$ cat config.mk
export PLATFORM = sky130hd
export DESIGN_NAME = mux2_rr_arbiter_flat
export DESIGN_NICKNAME = d
export VERILOG_FILES = /design/src/rtl/mux2_rr_arbiter_if.sv /design/src/rtl/mux2_rr_arbiter.sv /design/src/flat_wrapper.sv
export SDC_FILE = /design/constraint.sdc
export NUM_CORES = 1
export LEC_CHECK = 0
export CAP_MARGIN = 10
export CORE_ASPECT_RATIO = 1.1
export CORE_MARGIN = 4
export CORE_UTILIZATION = 37
export DETAILED_ROUTE_END_ITERATION = 8
export PLACE_DENSITY = 0.73
export SLEW_MARGIN = 20
export SYNTH_ARGS = -nofsm -noshare
export SYNTH_HDL_FRONTEND = slang
export SYNTH_SLANG_ARGS = --single-unit
$ cat constraint.sdc
create_clock -name clk -period 1.37 [get_ports clk]
set_clock_uncertainty 0.1 [all_clocks]
set_input_delay 0.137 -clock clk [delete_from_list [all_inputs] [get_ports clk]]
set_output_delay 0.137 -clock clk [all_outputs]
set_load 0.02 [all_outputs]
$ cat src/rtl/mux2_rr_arbiter_if.sv
// Handshake bundle between the two producers, the round-robin arbiter and
// the shared consumer. The master side drives requests and consumer ready,
// and the slave side is the arbiter.
interface mux2_rr_arbiter_if #(
  parameter int WIDTH = 8
);
  logic             i0_valid;
  logic [WIDTH-1:0] i0_data;
  logic             i0_ready;
  logic             i1_valid;
  logic [WIDTH-1:0] i1_data;
  logic             i1_ready;
  logic             out_valid;
  logic [WIDTH-1:0] out_data;
  logic             out_ready;
  logic             sel;

  modport master (
    output i0_valid, i0_data, i1_valid, i1_data, out_ready,
    input  i0_ready, i1_ready, out_valid, out_data, sel
  );

  modport slave (
    input  i0_valid, i0_data, i1_valid, i1_data, out_ready,
    output i0_ready, i1_ready, out_valid, out_data, sel
  );
endinterface

$ cat src/rtl/mux2_rr_arbiter.sv
// Two-requester round-robin arbiter feeding one registered output word.
// The grant is recomputed every cycle from the current valids and the
// source of the last accepted word, so a withdrawn request leaves the
// fairness state untouched. Data only passes through registers, and the
// readies are the only combinational outputs.
module mux2_rr_arbiter #(
  parameter int WIDTH = 8
) (
  input  logic             clk,
  input  logic             rst,
  mux2_rr_arbiter_if.slave bus
);

  typedef enum logic [0:0] {
    ST_EMPTY = 1'b0,
    ST_FULL  = 1'b1
  } state_t;

  state_t           state_r;
  state_t           next_state_s;
  logic             last_r;
  logic [WIDTH-1:0] data_r;
  logic             sel_r;

  logic             can_load_s;
  logic             gnt_valid_s;
  logic             gnt_s;
  logic             load_s;
  logic [WIDTH-1:0] gnt_data_s;

  // Grant selection, handshake readies and output-register next state.
  always_comb begin
    can_load_s   = 1'b0;
    gnt_valid_s  = 1'b0;
    gnt_s        = 1'b0;
    load_s       = 1'b0;
    gnt_data_s   = '0;
    next_state_s = state_r;

    // A full register may be refilled in the same cycle it drains.
    if (state_r == ST_EMPTY) begin
      can_load_s = 1'b1;
    end else begin
      can_load_s = bus.out_ready;
    end

    case ({bus.i1_valid, bus.i0_valid})
      2'b01: begin
        gnt_valid_s = 1'b1;
        gnt_s       = 1'b0;
      end
      2'b10: begin
        gnt_valid_s = 1'b1;
        gnt_s       = 1'b1;
      end
      2'b11: begin
        // Contention goes to whichever source did not win last time.
        gnt_valid_s = 1'b1;
        gnt_s       = ~last_r;
      end
      default: begin
        gnt_valid_s = 1'b0;
        gnt_s       = 1'b0;
      end
    endcase

    load_s = can_load_s && gnt_valid_s && !rst;

    if (gnt_s) begin
      gnt_data_s = bus.i1_data;
    end else begin
      gnt_data_s = bus.i0_data;
    end

    case (state_r)
      ST_EMPTY: begin
        if (load_s) begin
          next_state_s = ST_FULL;
        end else begin
          next_state_s = ST_EMPTY;
        end
      end
      ST_FULL: begin
        if (load_s) begin
          next_state_s = ST_FULL;
        end else if (bus.out_ready) begin
          next_state_s = ST_EMPTY;
        end else begin
          next_state_s = ST_FULL;
        end
      end
      default: begin
        next_state_s = ST_EMPTY;
      end
    endcase
  end

  assign bus.i0_ready  = load_s && !gnt_s;
  assign bus.i1_ready  = load_s && gnt_s;
  assign bus.out_valid = (state_r == ST_FULL);
  assign bus.out_data  = data_r;
  assign bus.sel       = sel_r;

  // Output register, source tag and round-robin history.
  always_ff @(posedge clk) begin
    if (rst) begin
      state_r <= ST_EMPTY;
      data_r  <= '0;
      sel_r   <= 1'b0;
      last_r  <= 1'b1;
    end else begin
      state_r <= next_state_s;
      if (load_s) begin
        data_r <= gnt_data_s;
        sel_r  <= gnt_s;
        last_r <= gnt_s;
      end else begin
        data_r <= data_r;
        sel_r  <= sel_r;
        last_r <= last_r;
      end
    end
  end

endmodule
$ cat src/flat_wrapper.sv
// flat-port wrapper written by rule: the top's interface ports become plain ports
module mux2_rr_arbiter_flat 
#(
  parameter int WIDTH = 8
)
  (clk, rst, bus_i0_valid, bus_i0_data, bus_i1_valid, bus_i1_data, bus_out_ready, bus_i0_ready, bus_i1_ready, bus_out_valid, bus_out_data, bus_sel);
  mux2_rr_arbiter_if #(.WIDTH(WIDTH)) bus_i ();
  input  logic clk;
  input  logic rst;
  input wire logic [$bits(bus_i.i0_valid)-1:0] bus_i0_valid;
  input wire logic [$bits(bus_i.i0_data)-1:0] bus_i0_data;
  input wire logic [$bits(bus_i.i1_valid)-1:0] bus_i1_valid;
  input wire logic [$bits(bus_i.i1_data)-1:0] bus_i1_data;
  input wire logic [$bits(bus_i.out_ready)-1:0] bus_out_ready;
  output wire logic [$bits(bus_i.i0_ready)-1:0] bus_i0_ready;
  output wire logic [$bits(bus_i.i1_ready)-1:0] bus_i1_ready;
  output wire logic [$bits(bus_i.out_valid)-1:0] bus_out_valid;
  output wire logic [$bits(bus_i.out_data)-1:0] bus_out_data;
  output wire logic [$bits(bus_i.sel)-1:0] bus_sel;
  assign bus_i.i0_valid = bus_i0_valid;
  assign bus_i.i0_data = bus_i0_data;
  assign bus_i.i1_valid = bus_i1_valid;
  assign bus_i.i1_data = bus_i1_data;
  assign bus_i.out_ready = bus_out_ready;
  assign bus_i0_ready = bus_i.i0_ready;
  assign bus_i1_ready = bus_i.i1_ready;
  assign bus_out_valid = bus_i.out_valid;
  assign bus_out_data = bus_i.out_data;
  assign bus_sel = bus_i.sel;
  mux2_rr_arbiter #(.WIDTH(WIDTH)) u_core (.clk(clk), .rst(rst), .bus(bus_i));
endmodule
=== After elaboration in Yosys (flattened, before gate mapping) ===
Cells that the tools add are included.

* Equal/unequal tests: 3
* Muxes and demuxes: 8
* Bitwise logic cells: 2
* Reduce and logical (&&, ||, !) cells: 7

{| class="wikitable"
|+ Operators with widths
! operator !! count
|-
| $mux 8 || 1
|-
| $mux 1 || 5
|-
| $eq 2x2->1 const B || 2
|-
| $logic_and 1x1->1 || 4
|-
| $pmux 1 s2 || 2
|-
| $reduce_or 3->1 || 1
|-
| $eq 2x1->1 const B || 1
|-
| $logic_not 1->1 || 2
|-
| $not 1->1 || 2
|}

* Register bits: 11
* Input port bits: 21
* Output and inout port bits: 12
* Word-level logic and storage cells: 24

=== Longest topological paths before layout ===
* Depth in word-level cells: 7
* Depth in mapped cells: 6
* Depth with buffers taken out: 3

=== Worst setup path before layout ===
No wires, ideal clock.

* Path type: register to output
* Start: reg u_core.state_r (netlist: u_core.bus.out_valid)
* End: out bus_i0_ready
* Data arrival time: 1,224 ps
* Data required time: 1,133 ps
* Path slack: -91 ps
* Cell stages (with the launch flop): 5
* Buffers on the path: 1
* Cell sequence: dfxtp_1 nand2b_1 clkbuf_1 nand2_1 nor2_1

* Word-level cells in the longest chain between the ends: 4

{| class="wikitable"
|+ RTL lines
! element !! line !! source
|-
| start: declaration || mux2_rr_arbiter.sv:19 || <nowiki>state_t state_r;</nowiki>
|-
| start signal: assignment || mux2_rr_arbiter.sv:112 || <nowiki>state_r <= next_state_s;</nowiki>
|-
| $mux 1 || mux2_rr_arbiter.sv:41 || <nowiki>if (state_r == ST_EMPTY) begin</nowiki>
|-
| $logic_and 1x1->1 (2 in a row) || mux2_rr_arbiter.sv:67 || <nowiki>load_s = can_load_s && gnt_valid_s && !rst;</nowiki>
|-
| $logic_and 1x1->1 || mux2_rr_arbiter.sv:98 || <nowiki>assign bus.i0_ready = load_s && !gnt_s;</nowiki>
|-
| end: declaration || flat_wrapper.sv:15 || <nowiki>output wire logic [$bits(bus_i.i0_ready)-1:0] bus_i0_ready;</nowiki>
|}

Every way passes these cells.

=== Final worst setup path ===
* Start: in rst
* End: out bus_i0_ready

* Word-level cells in the longest chain between the ends: 3

{| class="wikitable"
|+ RTL lines
! element !! line !! source
|-
| start: declaration || flat_wrapper.sv:9 || <nowiki>input logic rst;</nowiki>
|-
| $logic_not 1->1 || mux2_rr_arbiter.sv:67 ||
|-
| $logic_and 1x1->1 || mux2_rr_arbiter.sv:67 ||
|-
| $logic_and 1x1->1 || mux2_rr_arbiter.sv:98 ||
|}

Every way passes these cells.

==> metrics <==
final WL=1.71 mm; HPWL after detailed placement=1.28 mm; Seq/Total Area, Yosys=0.364; First-pass DRT Iterations=4; final setup fails=0; port bufs=32; CTS tree=yes; Die X=46.6 um; Root Buffer=clkbuf_4; Synthesized Nets=87; critical path, cell by cell=clkdlybuf4s50_1 -> o21ba_4 -> nand2_2 -> nor2_2 -> buf_6; vias in the first global route=620; dpl ws=-0.473 ns; Max Cap Violations=0; top cells by area in the synthesized netlist=dfxtp_1 (36%), a311oi_2 (17%), nand2_1 (11%); count of hold buffers inserted by post-cts repair=0; initial drt markers=7; n_diodes=0; Mapped Cells=66; total vias in the final route=646; Slew headroom=0.846; Distinct cells, synth=16; remaining global-route overflow=0; DR WL/cell=14.1 um; Pint=0.000602 W; outcome=finished clean; vias per cell=5.34; maximum clock frequency=760 MHz; Setup CP Type=in -> out; part of the total power dissipated in the clock network=0.263; routability congestion estimate=0.728; Final nets=126; Leak=0.423 nW; buffer depth of the longest clock path=2; Mean Syn Cell Area=9.18 um2; slowest cell delay on critical path=0.42 ns; RSZ-0062 raised after global routing=no; clk slew on worst S/H paths=0.08 ns; Worst-Skew Late Latency=0.27 ns; critical path startpoint category=input port; fin util=0.636; Crit. End Element=primary output; worst path required time=1.13 ns; crit path DAT=1.08 ns; worst hold slack=0.327 ns; antenna violations before repair=0; pwr dens=889 mW/mm2; post-CTS setup buffers=0; final slew viol count=0; core area=0.00156 mm2; part of the cycle the worst path needs=0.960; fin crit period=1.32 ns; setup ws final=0.0546 ns; Worst Hold Class=in -> reg; Initial Util=0.389; worst reg-to-reg setup slack=0.10 ns; final hold vios=0; DRC violation count after routing=0; total CTS buffers=3; Sw Pwr=0.000279 W; area delta synth->final=63.6%; flops & latches, synth=11; Synth Warn #=0; most frequent cells in the layout=clkdlybuf4s50_1 (18), nand2_1 (17), dlygate4sd2_1 (12); critical-path maximum fanout=2; commonest non-fill, non-tap cell in the layout=clkdlybuf4s50_1; Rows=15; switch share=0.316; # clock sinks=11; first-pass GRT wire length=2.70 mm; Yosys top cell area share=0.364; Die Footprint=0.00235 mm2; leading area contributor after synthesis=dfxtp_1; filler cell count in the final layout=154; height of the chip=50.4 um; share of power burned in registers=0.408; Ports=33; share of cells above drive strength 1=0.288; CP max stage cell=clkdlybuf4s50_1; all-layer global routing usage=0.160; Post-Syn Area=606 um2; post-route ant nets=0; Comb pwr share=0.329; Slew @ Worst Pin=0.231 ns; largest net degree at the start of global routing=15; Max VDD drop=0.660 mV; H-tree depth=1
[cell type report]
type / instances / area [um2] / share of cell area
inverter: 1 / 3.75 / 0.00379
clock buffer: 3 / 22.5 / 0.0227
sequential: 11 / 220 / 0.222
tap: 17 / 21.3 / 0.0215
clock inverter: 1 / 5.00 / 0.00505
multi-input combinational: 48 / 350 / 0.354
timing repair buffer: 40 / 368 / 0.371
[critical path: cells and delay by family]
family / cells / cell delay, ns
compound gates: 1 / 0.23
simple gates: 2 / 0.16
buf+inv: 2 / 0.55
[final timing paths]
path / start / cells past startpoint / endpoint
setup / recovery: rst / 5 / bus_i0_ready
hold / removal: bus_i1_valid / 3 / u_core.last_r
setup reg to reg: u_core.bus.out_valid / 4 / u_core.last_r
hold reg to reg: u_core.bus.out_data[4] / 2 / u_core.bus.out_data[4]
[sequential cells by signal (all words and copies together) (netlist names)]
register and flops:
u_core.bus.out_data 8, u_core.bus.out_valid 1, u_core.bus.sel 1, u_core.last_r 1
[synth_stat cells, drive strengths merged]
cell type and instances:
clkbuf 3, dfxtp 11, nand2b 1, o21ba 1, a21oi 11, a21bo 2, a311o 1, nor2 3
buf 3, inv 1, and2 1, nand2 18, nand3 1, a311oi 8, a21boi 1
[repair_timing]
action / 4_1_cts / 5_1_grt
pin swaps: 0 / 2
gates cloned: 0 / 0
endpoints found under the setup margin: 15 / 2
gates resized for setup: 22 / 5
[cell families after synthesis]
family | share of synthesized area
flops | 0.364
buf+inv | 0.0806
compound gates | 0.393
simple gates | 0.163
[metrics by stage]
step	total power [W]	instances	setup TNS (ns)	cell area, um2
after detailed placement	0.000673	117	-3.27	967
after global placement	0.000667	117	-3.12	967
final	0.000881	121	0	991
after floorplan	0.000531	66	0	612
after CTS	0.000880	121	0	975
after global routing	0.000925	121	0	991
[layer usage]
layer  vias up  track usage  wire [um]
met2        23        0.255        917
met1       304        0.188        645
met4         0        0.114         46
met3         4       0.0215         96
li1        315            -          -
met5         -            0          0
[power groups by stage]
stage	clock (W)	sequential, W	combinational [W]
after CTS	0.000234	0.000360	0.000286
after floorplan	0	0.000397	0.000134
after global routing	0.000251	0.000362	0.000312
final	0.000231	0.000360	0.000290
after detailed placement	0	0.000368	0.000305
after global placement	0	0.000367	0.000300
Power figures use the tool's default switching activity.
